--- src/rtl/key_event.sv ---
// Keypad event generator: debounces a raw scan code, emits a single-cycle
// event on an accepted press, auto-repeats while the key stays held and
// tracks the held level until the release has been debounced.
module key_event #(
  parameter int DEB_CYC = 320000,
  parameter int REP_DLY = 16000000,
  parameter int REP_PER = 3200000
) (
  input  logic       mclk,
  input  logic       rst,
  input  logic [4:0] key_code,
  output logic       key_evt,
  output logic [4:0] key_val,
  output logic       key_rep,
  output logic       key_down
);

  function automatic int max3(input int a, input int b, input int c);
    int m;
    m = (a > b) ? a : b;
    return (m > c) ? m : c;
  endfunction

  localparam int MAXC = max3(DEB_CYC, REP_DLY, REP_PER);
  localparam int CW   = $clog2(MAXC + 1);

  // Terminal counts. The press/release debounce includes the sample that
  // caused the state entry, so it terminates one count earlier than the
  // repeat timers, which count only edges after entry.
  localparam logic [CW-1:0] DEB_TC = CW'(DEB_CYC - 2);
  localparam logic [CW-1:0] DLY_TC = CW'(REP_DLY - 1);
  localparam logic [CW-1:0] PER_TC = CW'(REP_PER - 1);

  typedef enum logic [2:0] {
    IDLE,
    DEB_PRESS,
    HELD,
    REPEAT,
    DEB_REL
  } state_t;

  // Codes above the keypad range are indistinguishable from no key.
  function automatic logic [4:0] sanitize(input logic [4:0] c);
    return (c > 5'd16) ? 5'd0 : c;
  endfunction

  // Saturating increment so the shared counter can never wrap.
  function automatic logic [CW-1:0] cnt_inc(input logic [CW-1:0] c);
    return (c == {CW{1'b1}}) ? c : c + CW'(1);
  endfunction

  state_t        state, state_nx;
  logic [CW-1:0] cnt, cnt_nx;
  logic [4:0]    cand, cand_nx;
  logic [4:0]    code;
  logic          match;
  logic          evt_nx;
  logic [4:0]    val_nx;
  logic          rep_nx;
  logic          down_nx;

  assign code  = sanitize(key_code);
  assign match = (code == cand);

  // State, counter, candidate and all outputs are registered together.
  always_ff @(posedge mclk or posedge rst) begin
    if (rst) begin
      state    <= IDLE;
      cnt      <= '0;
      cand     <= '0;
      key_evt  <= 1'b0;
      key_val  <= '0;
      key_rep  <= 1'b0;
      key_down <= 1'b0;
    end else begin
      state    <= state_nx;
      cnt      <= cnt_nx;
      cand     <= cand_nx;
      key_evt  <= evt_nx;
      key_val  <= val_nx;
      key_rep  <= rep_nx;
      key_down <= down_nx;
    end
  end

  // Next-state, counter and output decode; outputs hold unless an event
  // or an accepted release changes them.
  always_comb begin
    state_nx = state;
    cnt_nx   = cnt;
    cand_nx  = cand;
    evt_nx   = 1'b0;
    val_nx   = key_val;
    rep_nx   = key_rep;
    down_nx  = key_down;
    case (state)
      IDLE: begin
        cnt_nx = '0;
        if (code != 5'd0) begin
          cand_nx  = code;
          state_nx = DEB_PRESS;
        end
      end
      DEB_PRESS: begin
        if (!match) begin
          state_nx = IDLE;
          cnt_nx   = '0;
        end else if (cnt == DEB_TC) begin
          evt_nx   = 1'b1;
          val_nx   = cand;
          rep_nx   = 1'b0;
          down_nx  = 1'b1;
          state_nx = HELD;
          cnt_nx   = '0;
        end else begin
          cnt_nx = cnt_inc(cnt);
        end
      end
      HELD: begin
        if (!match) begin
          state_nx = DEB_REL;
          cnt_nx   = '0;
        end else if (cnt == DLY_TC) begin
          evt_nx   = 1'b1;
          val_nx   = cand;
          rep_nx   = 1'b1;
          state_nx = REPEAT;
          cnt_nx   = '0;
        end else begin
          cnt_nx = cnt_inc(cnt);
        end
      end
      REPEAT: begin
        if (!match) begin
          state_nx = DEB_REL;
          cnt_nx   = '0;
        end else if (cnt == PER_TC) begin
          evt_nx = 1'b1;
          val_nx = cand;
          rep_nx = 1'b1;
          cnt_nx = '0;
        end else begin
          cnt_nx = cnt_inc(cnt);
        end
      end
      DEB_REL: begin
        if (match) begin
          // Key came back before release was accepted: restart repeat delay.
          state_nx = HELD;
          cnt_nx   = '0;
        end else if (cnt == DEB_TC) begin
          down_nx  = 1'b0;
          state_nx = IDLE;
          cnt_nx   = '0;
        end else begin
          cnt_nx = cnt_inc(cnt);
        end
      end
      default: begin
        state_nx = IDLE;
        cnt_nx   = '0;
      end
    endcase
  end

endmodule

--- config.mk ---
export PLATFORM = sky130hd
export DESIGN_NAME = key_event
export DESIGN_NICKNAME = d
export VERILOG_FILES = /design/src/rtl/key_event.sv
export SDC_FILE = /design/constraint.sdc
export NUM_CORES = 1
export LEC_CHECK = 0
export CAP_MARGIN = 20
export CELL_PAD_IN_SITES_DETAIL_PLACEMENT = 1
export CELL_PAD_IN_SITES_GLOBAL_PLACEMENT = 1
export CORE_MARGIN = 3
export CORE_UTILIZATION = 45
export CTS_CLUSTER_SIZE = 8
export DETAILED_ROUTE_END_ITERATION = 8
export HOLD_SLACK_MARGIN = 0.08
export PLACE_DENSITY = 0.8
export SYNTH_ARGS = -nofsm -noshare
export SYNTH_HDL_FRONTEND = slang
export SYNTH_SLANG_ARGS = --single-unit
--- constraint.sdc ---
create_clock -name mclk -period 5.94 [get_ports mclk]
set_input_delay 0.891 -clock mclk [delete_from_list [all_inputs] [get_ports mclk]]
set_output_delay 0.891 -clock mclk [all_outputs]
set_load 0.01 [all_outputs]
==> parameters.txt, run 1 <==
Parameter                              Value

Outcome
  Status    finished, final reports clean

Global routing
  Initial antenna violation count    0
  Wire length of the first global-routing pass    8960 µm
  Pin count of the biggest net entering global routing    41
  Global router's overall resource usage    0.187
  Total grt overflow    0
  Via count of the first global-routing pass    1831

Yosys
  Leading register cell type out of synthesis    sky130_fd_sc_hd__dfrtp_1
  Yosys synthesis warning count    0
  Total of flip-flops plus latches after synthesis    40
  Count of flip-flops with a built-in enable after synthesis    0
  Area of the mapped netlist    2220 µm²
  Synthesized instance count    240
  Ys async rst share    1.00
  Post-Syn Nets    249
  Count of different cell masters after synthesis    42
  Avg Cell Area, Syn    9.24 µm²
  Share of synthesized area occupied by flip-flops and latches    0.451

Clocking
  Insertion delay of the later-clocked pin in the worst-skew pair    0.29 ns
  Maximum buffer depth of the clock tree    2
  Number of H-tree levels    2
  Post-cts resize count    0
  Clock root buffer    sky130_fd_sc_hd__clkbuf_8
  Post-CTS Setup Bufs    0
  CTS sink cnt    40
  CTS Hold Buffers Added    0
  CTS tree    yes
  Register clock-pin slew on the reported worst setup and hold paths    0.07 ns
  Num CTS Buffers    5

STA
  Hold_ws    0.508 ns
  Tcrit/Tclk final    0.542
  Crit path time final    3.22 ns
  Setup repair after global routing missed its margin    false
  Setup TNS    0 ns
  Slew @ Worst Pin    0.868 ns
  Worst Skew    0.00919 ns
  Maximum frequency from static timing analysis    0.311 GHz
  Number of failing setup endpoints in the final timing report    0
  Hold violation count in the final report    0
  Final slew viol count    0
  Relative slew slack    0.416

Min path
  Hold WC Path Type    register to register

Drt
  Count of unresolved DRC violations after routing    0
  Final routed wirelength across all metal layers    5010 µm
  Routed len/inst    15.7 µm
  Post-route ant nets    0
  Initial drt markers    66
  Routed vias    1814
  Drt first pass iters    4
  Via density per instance    5.69

Floorplanning
  Die width    76.2 µm
  Die Height    76.2 µm
  Floorplan Core Area    4560 µm²
  Standard-cell rows    24
  Count of boundary I/O pins    15
  Die Footprint    5800 µm²
  Initial core utilization    0.486

Critical path
  Path length in cells of the critical path    7
  Cell family with most CP delay    simple AND/OR/NAND/NOR gates
  Top fanout value on the critical path    7
  Critical-path cell list    clkdlybuf4s50_1 -> nor4_1 -> nand2_1 -> xnor2_1 -> or3_1 -> nor4_4 -> mux2_2
  Start-to-end type of the worst setup path    primary input to register
  Worst Setup EP    key_val[4]
  Critical register-to-register path endpoint    key_val[4]
  Number of buffer and inverter instances along the worst setup path    1
  Reg2Reg Setup Slack    3.19 ns
  Cell at the slowest stage of the critical path    sky130_fd_sc_hd__clkdlybuf4s50_1
  Crit-path max cell delay    0.48 ns
  Worst Reg2Reg Path Length in Cells    6
  Critical path required time    6.11 ns
  Worst Setup Start Kind    primary input
  Worst path arrival time    3.39 ns
  First element of the critical path    key_code[0]
  Reg-to-reg critical path startpoint    cnt[10]
  Kind of end point of the critical path    register

Cells and area
  Fraction of layout cells with a size suffix above 1    0.0630
  Fill cells    544
  Most common library cell in the layout ignoring fill and taps    sky130_fd_sc_hd__dfrtp_1
  Growth of design area from synthesis to finish    12.8%
  Count of placed standard cells in the final layout, fillers left out    319
  Number of nets in the final layout    262
  Antenna diodes    0
  Most frequent cells in the layout    sky130_fd_sc_hd__dfrtp_1 (40), sky130_fd_sc_hd__nor2_1 (36), sky130_fd_sc_hd__nand2_1 (17)

Placement
  Hpwl dp    3600 µm
  Cell count after placement    311
  Global placer's final weighted congestion    0.784
  Number of port buffers    14

Job
  Reported max-cap violation count    0

Power
  Leakage power figure    0.971 nW
  Post-layout power    0.609 mW
  Worst IR Drop VDD    0.000140 V
  Power density cells    244 nW/µm²
layout make-up:
class	count	area [µm²]	share of cell area
Sequential cell	40	1000	0.400
Inverter	10	37.5	0.0150
Multi-Input combinational cell	179	1130	0.452
Timing Repair Buffer	17	159	0.0636
Tap cell	65	81.3	0.0325
Clock buffer	8	90.1	0.0360
cell usage after synthesis (6+ instances only):
library cell / n / share of area
sky130_fd_sc_hd__nand3_1: 10 / 0.023
sky130_fd_sc_hd__a21oi_1: 6 / 0.014
sky130_fd_sc_hd__nor4_1: 7 / 0.020
sky130_fd_sc_hd__o21ai_0: 12 / 0.027
sky130_fd_sc_hd__nor2_1: 36 / 0.061
sky130_fd_sc_hd__nand2_1: 17 / 0.029
sky130_fd_sc_hd__dfrtp_1: 40 / 0.45
sky130_fd_sc_hd__clkbuf_1: 8 / 0.014
sky130_fd_sc_hd__xor2_1: 12 / 0.047
sky130_fd_sc_hd__xnor2_1: 10 / 0.040
sky130_fd_sc_hd__inv_1: 10 / 0.017
sky130_fd_sc_hd__or3_1: 6 / 0.017
sky130_fd_sc_hd__nand4_1: 9 / 0.025
sky130_fd_sc_hd__mux2_2: 6 / 0.030
stage by stage:
stage / setup slack (ns) / cell area [µm²] / utilization
floorplan: 3.10 / 2220 / -
global placement: 2.44 / 2410 / 0.527
detailed placement: 2.40 / 2410 / 0.528
CTS: 2.69 / 2500 / 0.548
global route: 2.52 / 2500 / 0.548
finish: 2.72 / 2500 / 0.548
worst reg2reg max path, stage by stage, from the launching register on:
cell                      delay, ns
sky130_fd_sc_hd__dfrtp_1       0.47
sky130_fd_sc_hd__or3_1         0.41
sky130_fd_sc_hd__or4_1         0.49
sky130_fd_sc_hd__o31ai_1       0.29
sky130_fd_sc_hd__nor2_1        0.13
sky130_fd_sc_hd__nor4_4        0.46
sky130_fd_sc_hd__mux2_2        0.39
power breakdown:
| group | internal (mW) | total [mW] | switching [mW] |
|---|---|---|---|
| clock network | 0.0948 | 0.185 | 0.0898 |
| logic | 0.0559 | 0.113 | 0.0574 |
| registers | 0.293 | 0.311 | 0.0183 |
how the worst min path moves through the flow:
stage | startpoint | cells after the start | to | slack (ns)
final | key_rep | 1 | key_rep | 0.51
after global routing | key_rep | 1 | key_rep | 0.54
after CTS | key_rep | 1 | key_rep | 0.52
after detailed placement | key_val[3] | 1 | key_val[3] | 0.50
after global placement | cand[3] | 2 | cand[3] | 0.49
after floorplan | cand[2] | 2 | cand[2] | 0.47
layer usage:
layer | GRT usage | vias up | routed length [µm]
li1 | - | 871 | -
met1 | 0.273 | 911 | 2550
met2 | 0.284 | 27 | 2280
met3 | 0.0366 | 5 | 137
met4 | 0.0543 | 0 | 50
met5 | 0 | - | 0
state kept, by name, summed over array words and instances, names as in the netlist:
name / cells
key_val: 5
cnt: 24
state: 3
key_down: 1
key_evt: 1
cand: 5
key_rep: 1
kinds of logic after synthesis:
logic type	after synthesis	share of synthesized area
flops	40	0.451
xor+xnor	22	0.0869
buf+inv	21	0.0401
simple gates	109	0.260
mux	8	0.0395
fa+ha+maj	2	0.0113
compound gates	38	0.111
(Power assumes the default switching activity.)
==> inputs of run 2 (changes only) <==
- clock period: 5.94 -> 3.35 ns (I/O delays scaled with it)
==> run 2 against run 1 <==
Combinational power rose by 80%; total power rose by 80%; sequential power rose by 78%; critical path depth rose by 1; largest cell class unchanged; register-to-register slack got worse by 2.6 ns; sequential cell count did not move; hold slack improved by 0.0060 ns; highest routed layer unchanged; clock power rose by 84%; final area rose by 1.3%; count of clock-buffer cells in the layout fell by 1; sequential share of layout area fell by 0.51 points; via count fell by 2.6%.
==> parameters.txt, run 2 (synthesis gave the netlist of run 1 again) <==
Parameter                              Value

Outcome
  Status    finished, final reports clean

Clocking
  Post-cts resize count    0 (unchanged)
  Register clock-pin slew on the reported worst setup and hold paths    0.07 ns (about the same)
  Insertion delay of the later-clocked pin in the worst-skew pair    0.29 ns (about the same)
  CTS tree    yes
  CTS Hold Buffers Added    0 (unchanged)
  Num CTS Buffers    5 (unchanged)
  Clock root buffer    sky130_fd_sc_hd__clkbuf_8
  Post-CTS Setup Bufs    0 (unchanged)
  Maximum buffer depth of the clock tree    2 (unchanged)
  Number of H-tree levels    2 (unchanged)
  CTS sink cnt    40 (unchanged)

Critical path
  Reg2Reg Setup Slack    0.62 ns (-2.57 ns)
  Top fanout value on the critical path    10 (+3)
  Number of buffer and inverter instances along the worst setup path    2 (+1)
  Kind of end point of the critical path    register
  Crit-path max cell delay    0.50 ns (+0.02 ns)
  Start-to-end type of the worst setup path    primary input to register
  Critical path required time    3.53 ns (-2.58 ns)
  Worst Reg2Reg Path Length in Cells    6 (unchanged)
  Worst Setup Start Kind    primary input
  Critical register-to-register path endpoint    key_val[0]
  Critical-path cell list    clkdlybuf4s50_1 -> nor4_1 -> nand2_1 -> xnor2_1 -> or3_1 -> mux2i_2 -> buf_4 -> nor2_1
  Cell family with most CP delay    simple AND/OR/NAND/NOR gates
  Reg-to-reg critical path startpoint    cnt[10]
  Cell at the slowest stage of the critical path    sky130_fd_sc_hd__mux2i_2
  Worst path arrival time    3.13 ns (-0.26 ns)

Placement
  Total cell area at the placement stage    2440 µm² (+1.1%)
  Number of port buffers    14 (unchanged)
  Setup Slack @ Placement    0.133 ns (-2.26 ns)
  Hpwl dp    3710 µm (+3.0%)
  Global placer's final weighted congestion    0.785 (about the same)

Cells and area
  Area taken by flip-flops and latches    1000 µm² (unchanged)
  Final design instance area without fill    2530 µm² (+1.3%)
  Area occupied by multi-input gates    1130 µm² (unchanged)
  Fill cells    535 (-1.7%)
  Register with the highest flop count    cnt
  Most frequent cells in the layout    sky130_fd_sc_hd__dfrtp_1 (40), sky130_fd_sc_hd__nor2_1 (36), sky130_fd_sc_hd__nand2_1 (17)
  Largest registers    cnt x24, cand x5, key_val x5
  Most common library cell in the layout ignoring fill and taps    sky130_fd_sc_hd__dfrtp_1
  Fraction of layout cells with a size suffix above 1    0.0820 (+0.0190)
  Growth of design area from synthesis to finish    14.2%
  Antenna diodes    0 (unchanged)
  Max reg flops    24 (unchanged)
  Number of nets in the final layout    265 (+1.1%)
  Core Util, Final    0.555 (+0.00713)

STA
  Hold violation count in the final report    0 (unchanged)
  Setup TNS    0 ns (unchanged)
  Setup repair after global routing missed its margin    false
  Relative slew slack    0.402 (-0.0135)
  Maximum frequency from static timing analysis    0.339 GHz
  Worst setup slack after layout    0.401 ns (-2.32 ns)
  Number of failing setup endpoints in the final timing report    0 (unchanged)
  Tcrit/Tclk final    0.880
  Crit path time final    2.95 ns
  Final slew viol count    0 (unchanged)
  Slew @ Worst Pin    0.896 ns (+0.0273 ns)
  Worst Skew    0.00564 ns (-0.00354 ns)

Drt
  Count of unresolved DRC violations after routing    0 (unchanged)
  Post-route ant nets    0 (unchanged)
  Initial drt markers    72 (+9.1%)
  Final routed wirelength across all metal layers    4980 µm (-0.66%)
  Drt first pass iters    4 (unchanged)
  Routed len/inst    15.5 µm (-1.3%)
  Routed vias    1767 (-2.6%)
  Via density per instance    5.50 (-3.2%)

Power
  Post-layout power    1.10 mW (+80%)
  Power density cells    433 nW/µm² (+77%)
  Leakage power figure    0.994 nW (+2.4%)
  Worst IR Drop VDD    0.000254 V (+81%)

Min path
  Number of cells on the worst hold path    1 (unchanged)
  Start point of the worst hold path    key_val[2]
  Hold WC Path Type    register to register
  Worst hold endpoint    key_val[2]

Floorplanning
  Count of boundary I/O pins    15 (unchanged)
  Initial core utilization    0.486 (unchanged)
  Die Height    76.2 µm (unchanged)
  Die Footprint    5800 µm² (unchanged)
  Die width    76.2 µm (unchanged)
  Standard-cell rows    24 (unchanged)
  Floorplan Core Area    4560 µm² (unchanged)

Global routing
  Peak-usage layer in the global routing report    met2
  Via count of the first global-routing pass    1776 (-3.0%)
  M2 GR Usage    0.287 (+0.00355)
  Wire length of the first global-routing pass    8770 µm (-2.1%)
  GRT met1 Usage    0.262 (-0.0107)
  Pin count of the biggest net entering global routing    24 (-41%)
  Met3 usage in global routing    0.0426 (+0.00591)
  Total grt overflow    0 (unchanged)
  Global router's overall resource usage    0.186 (-0.00119)
  Initial antenna violation count    0 (unchanged)

Job
  Reported max-cap violation count    0 (unchanged)
-- run 2: cell type report --
class                           count  area share
Sequential cell                    40       0.395
Multi-Input combinational cell    179       0.447
Inverter                           10      0.0148
Clock buffer                        7      0.0380
Tap cell                           65      0.0321
Timing Repair Buffer               20      0.0731
-- run 2: worst max-delay path by stage --
stage                     depth (start not counted)       to         from  slack [ns]
after floorplan                                   7  key_rep      cnt[10]        0.82
after global placement                            7  key_rep  key_code[1]        0.25
after detailed placement                          8  cnt[12]  key_code[0]        0.13
after CTS                                         8  cnt[13]  key_code[0]        0.44
after global routing                              8  cnt[13]  key_code[0]        0.16
final                                             8  cnt[13]  key_code[0]        0.40
-- run 2: metrics by stage --
stage / hold WS [ns] / cells
after floorplan: 0.466 / 240
after global placement: 0.494 / 314
after detailed placement: 0.501 / 314
after CTS: 0.522 / 321
after global routing: 0.549 / 321
final: 0.514 / 321
-- run 2: layer usage --
metal	routed length (µm)	share of wire
met5	0	0
met4	65	0.013
met2	2300	0.46
met1	2500	0.50
met3	121	0.024
-- run 2: power by group --
part	internal (mW)	switching [mW]	total [mW]	leakage, nW
logic	0.102	0.101	0.203	0.398
clock network	0.183	0.156	0.340	0.0503
registers	0.520	0.0329	0.553	0.545
==> inputs of run 3 (changes only) <==
- CORE_UTILIZATION: 45 -> 30
- PLACE_DENSITY: 0.8 -> 0.57
==> run 3 against run 2 <==
Worst setup slack gained 0.14 ns; global-route usage decreased by 4.6 points; cell count up 9.7%; routed wire length increased by 9.6%; clock skew up 0.0066 ns; final area up 1.8%; count of clock-buffer cells in the layout fell by 2; sequential share of layout area shrank 0.71 points; combinational power about the same; sequential cell count stayed put.
==> parameters.txt, run 3 (synthesis gave the netlist of run 1 again) <==
Parameter                              Value

Critical path
  Top fanout value on the critical path    24 (+14)
  Reg-to-reg critical path startpoint    cnt[10]
  Reg2Reg Setup Slack    0.63 ns (about the same)
  Number of buffer and inverter instances along the worst setup path    3 (+1)
  Kind of end point of the critical path    register
  Crit-path max cell delay    0.49 ns (about the same)
  Start-to-end type of the worst setup path    primary input to register
  Worst Setup Start Kind    primary input
  Critical register-to-register path endpoint    key_val[0]
  Cell occurring most often along the worst timing path    sky130_fd_sc_hd__buf_4
  Worst path arrival time    3.00 ns (-0.13 ns)
  Cell at the slowest stage of the critical path    sky130_fd_sc_hd__clkdlybuf4s50_1
  Critical path required time    3.54 ns (about the same)
  Cell family with most CP delay    simple AND/OR/NAND/NOR gates
  Worst Reg2Reg Path Length in Cells    6 (unchanged)
  Critical-path cell list    clkdlybuf4s50_1 -> nor4_1 -> nand2_1 -> xnor2_1 -> or3_1 -> buf_4 -> mux2i_2 -> buf_4 -> a211oi_1

Min path
  Start point of the worst hold path    key_val[4]
  Number of cells on the worst hold path    1 (unchanged)
  Worst hold endpoint    key_val[4]
  Hold WC Path Type    register to register

Floorplanning
  Die Height    92.0 µm (+21%)
  Standard-cell rows    30 (+25%)
  Count of boundary I/O pins    15 (unchanged)
  Floorplan Core Area    6980 µm² (+53%)
  Die width    92.0 µm (+21%)
  Die Footprint    8460 µm² (+46%)
  Initial core utilization    0.318 (-0.168)

Cells and area
  Growth of design area from synthesis to finish    16.3%
  Most frequent cells in the layout    sky130_fd_sc_hd__dfrtp_1 (40), sky130_fd_sc_hd__nor2_1 (36), sky130_fd_sc_hd__nand2_1 (17)
  Most common library cell in the layout ignoring fill and taps    sky130_fd_sc_hd__dfrtp_1
  Final design instance area without fill    2580 µm² (+1.8%)
  Fraction of layout cells with a size suffix above 1    0.0820 (unchanged)
  Largest registers    cnt x24, cand x5, key_val x5
  Antenna diodes    0 (unchanged)
  Number of nets in the final layout    264 (-0.38%)
  Fill cells    848 (+59%)
  Register with the highest flop count    cnt
  Max reg flops    24 (unchanged)

Drt
  Drt first pass iters    5 (+1)
  Via density per instance    5.19 (-5.8%)
  Routed vias    1826 (+3.3%)
  Count of unresolved DRC violations after routing    0 (unchanged)
  Final routed wirelength across all metal layers    5460 µm (+9.6%)
  Initial drt markers    67 (-6.9%)
  Post-route ant nets    0 (unchanged)
  Routed len/inst    15.5 µm (about the same)

STA
  Relative slew slack    0.463 (+0.0610)
  Slew @ Worst Pin    0.800 ns (-0.0955 ns)
  Number of failing setup endpoints in the final timing report    0 (unchanged)
  Hold violation count in the final report    0 (unchanged)
  Worst Skew    0.0122 ns (+0.00656 ns)
  Setup TNS    0 ns (unchanged)
  Crit path time final    2.81 ns (-0.141 ns)
  Tcrit/Tclk final    0.838 (-0.0420)
  Setup repair after global routing missed its margin    false
  Final slew viol count    0 (unchanged)
  Maximum frequency from static timing analysis    0.356 GHz (+5.0%)

Global routing
  Via count of the first global-routing pass    1867 (+5.1%)
  Pin count of the biggest net entering global routing    25 (+4.2%)
  Global router's overall resource usage    0.140 (-0.0463)
  Initial antenna violation count    0 (unchanged)
  Total grt overflow    0 (unchanged)
  Wire length of the first global-routing pass    9450 µm (+7.8%)

Clocking
  Register clock-pin slew on the reported worst setup and hold paths    0.09 ns (+0.02 ns)
  Clock root buffer    sky130_fd_sc_hd__clkbuf_8
  Maximum buffer depth of the clock tree    2 (unchanged)
  CTS tree    yes
  Post-CTS Setup Bufs    0 (unchanged)
  Number of H-tree levels    2 (unchanged)
  Num CTS Buffers    5 (unchanged)
  CTS Hold Buffers Added    0 (unchanged)
  CTS sink cnt    40 (unchanged)
  Post-cts resize count    0 (unchanged)
  Insertion delay of the later-clocked pin in the worst-skew pair    0.30 ns (about the same)

Job
  Reported max-cap violation count    0 (unchanged)

Power
  Leakage power figure    0.990 nW (-0.47%)
  Power density cells    453 nW/µm² (+4.6%)
  Post-layout power    1.17 mW (+6.6%)
  Worst IR Drop VDD    0.000124 V (-51%)

Placement
  Global placer's final weighted congestion    0.710 (-9.6%)
  Hpwl dp    3920 µm (+5.6%)
  Total cell area at the placement stage    2470 µm² (+1.3%)
  Number of port buffers    14 (unchanged)

Outcome
  Status    finished, final reports clean
==> run 3: metrics by stage <==
step / instances / hold slack (ns) / util / setup WS, ns
finish: 352 / 0.523 / 0.369 / 0.542
global route: 352 / 0.559 / 0.369 / 0.343
CTS: 352 / 0.531 / 0.369 / 0.545
detailed placement: 344 / 0.510 / 0.353 / 0.265
global placement: 344 / 0.490 / 0.353 / 0.336
floorplan: 240 / 0.466 / - / 0.816
==> run 3: routing by layer <==
| layer | track usage | share of wire | vias to the layer above |
|---|---|---|---|
| met2 | 0.220 | 0.46 | 27 |
| met4 | 0.0421 | 0.013 | 0 |
| met5 | 0 | 0 | - |
| li1 | - | - | 876 |
| met3 | 0.0377 | 0.036 | 8 |
| met1 | 0.189 | 0.49 | 915 |
==> run 3: area by class of cell <==
| class | instances | area [µm²] | share of cell area |
|---|---|---|---|
| Clock buffer | 5 | 68.8 | 0.0267 |
| Tap cell | 96 | 120 | 0.0466 |
| Timing Repair Buffer | 19 | 178 | 0.0689 |
| Inverter | 10 | 37.5 | 0.0146 |
| Multi-Input combinational cell | 179 | 1130 | 0.439 |
| Sequential cell | 40 | 1000 | 0.388 |
| Clock inverter | 3 | 42.5 | 0.0165 |
==> run 3: worst max-delay path by stage <==
stage	start	end	slack, ns	cells after the start
finish	key_code[0]	cnt[7]	0.54	9
global route	cnt[0]	key_val[3]	0.34	7
CTS	key_code[0]	cnt[8]	0.55	9
detailed placement	key_code[0]	cnt[14]	0.26	9
global placement	key_code[1]	key_val[3]	0.34	7
floorplan	cnt[10]	key_rep	0.82	7
==> run 3: where the power goes <==
group          total, mW  switching, mW  internal (mW)  leakage (nW)
registers          0.557         0.0372          0.520         0.545
clock network      0.406          0.185          0.221        0.0541
logic              0.205          0.102          0.102         0.390
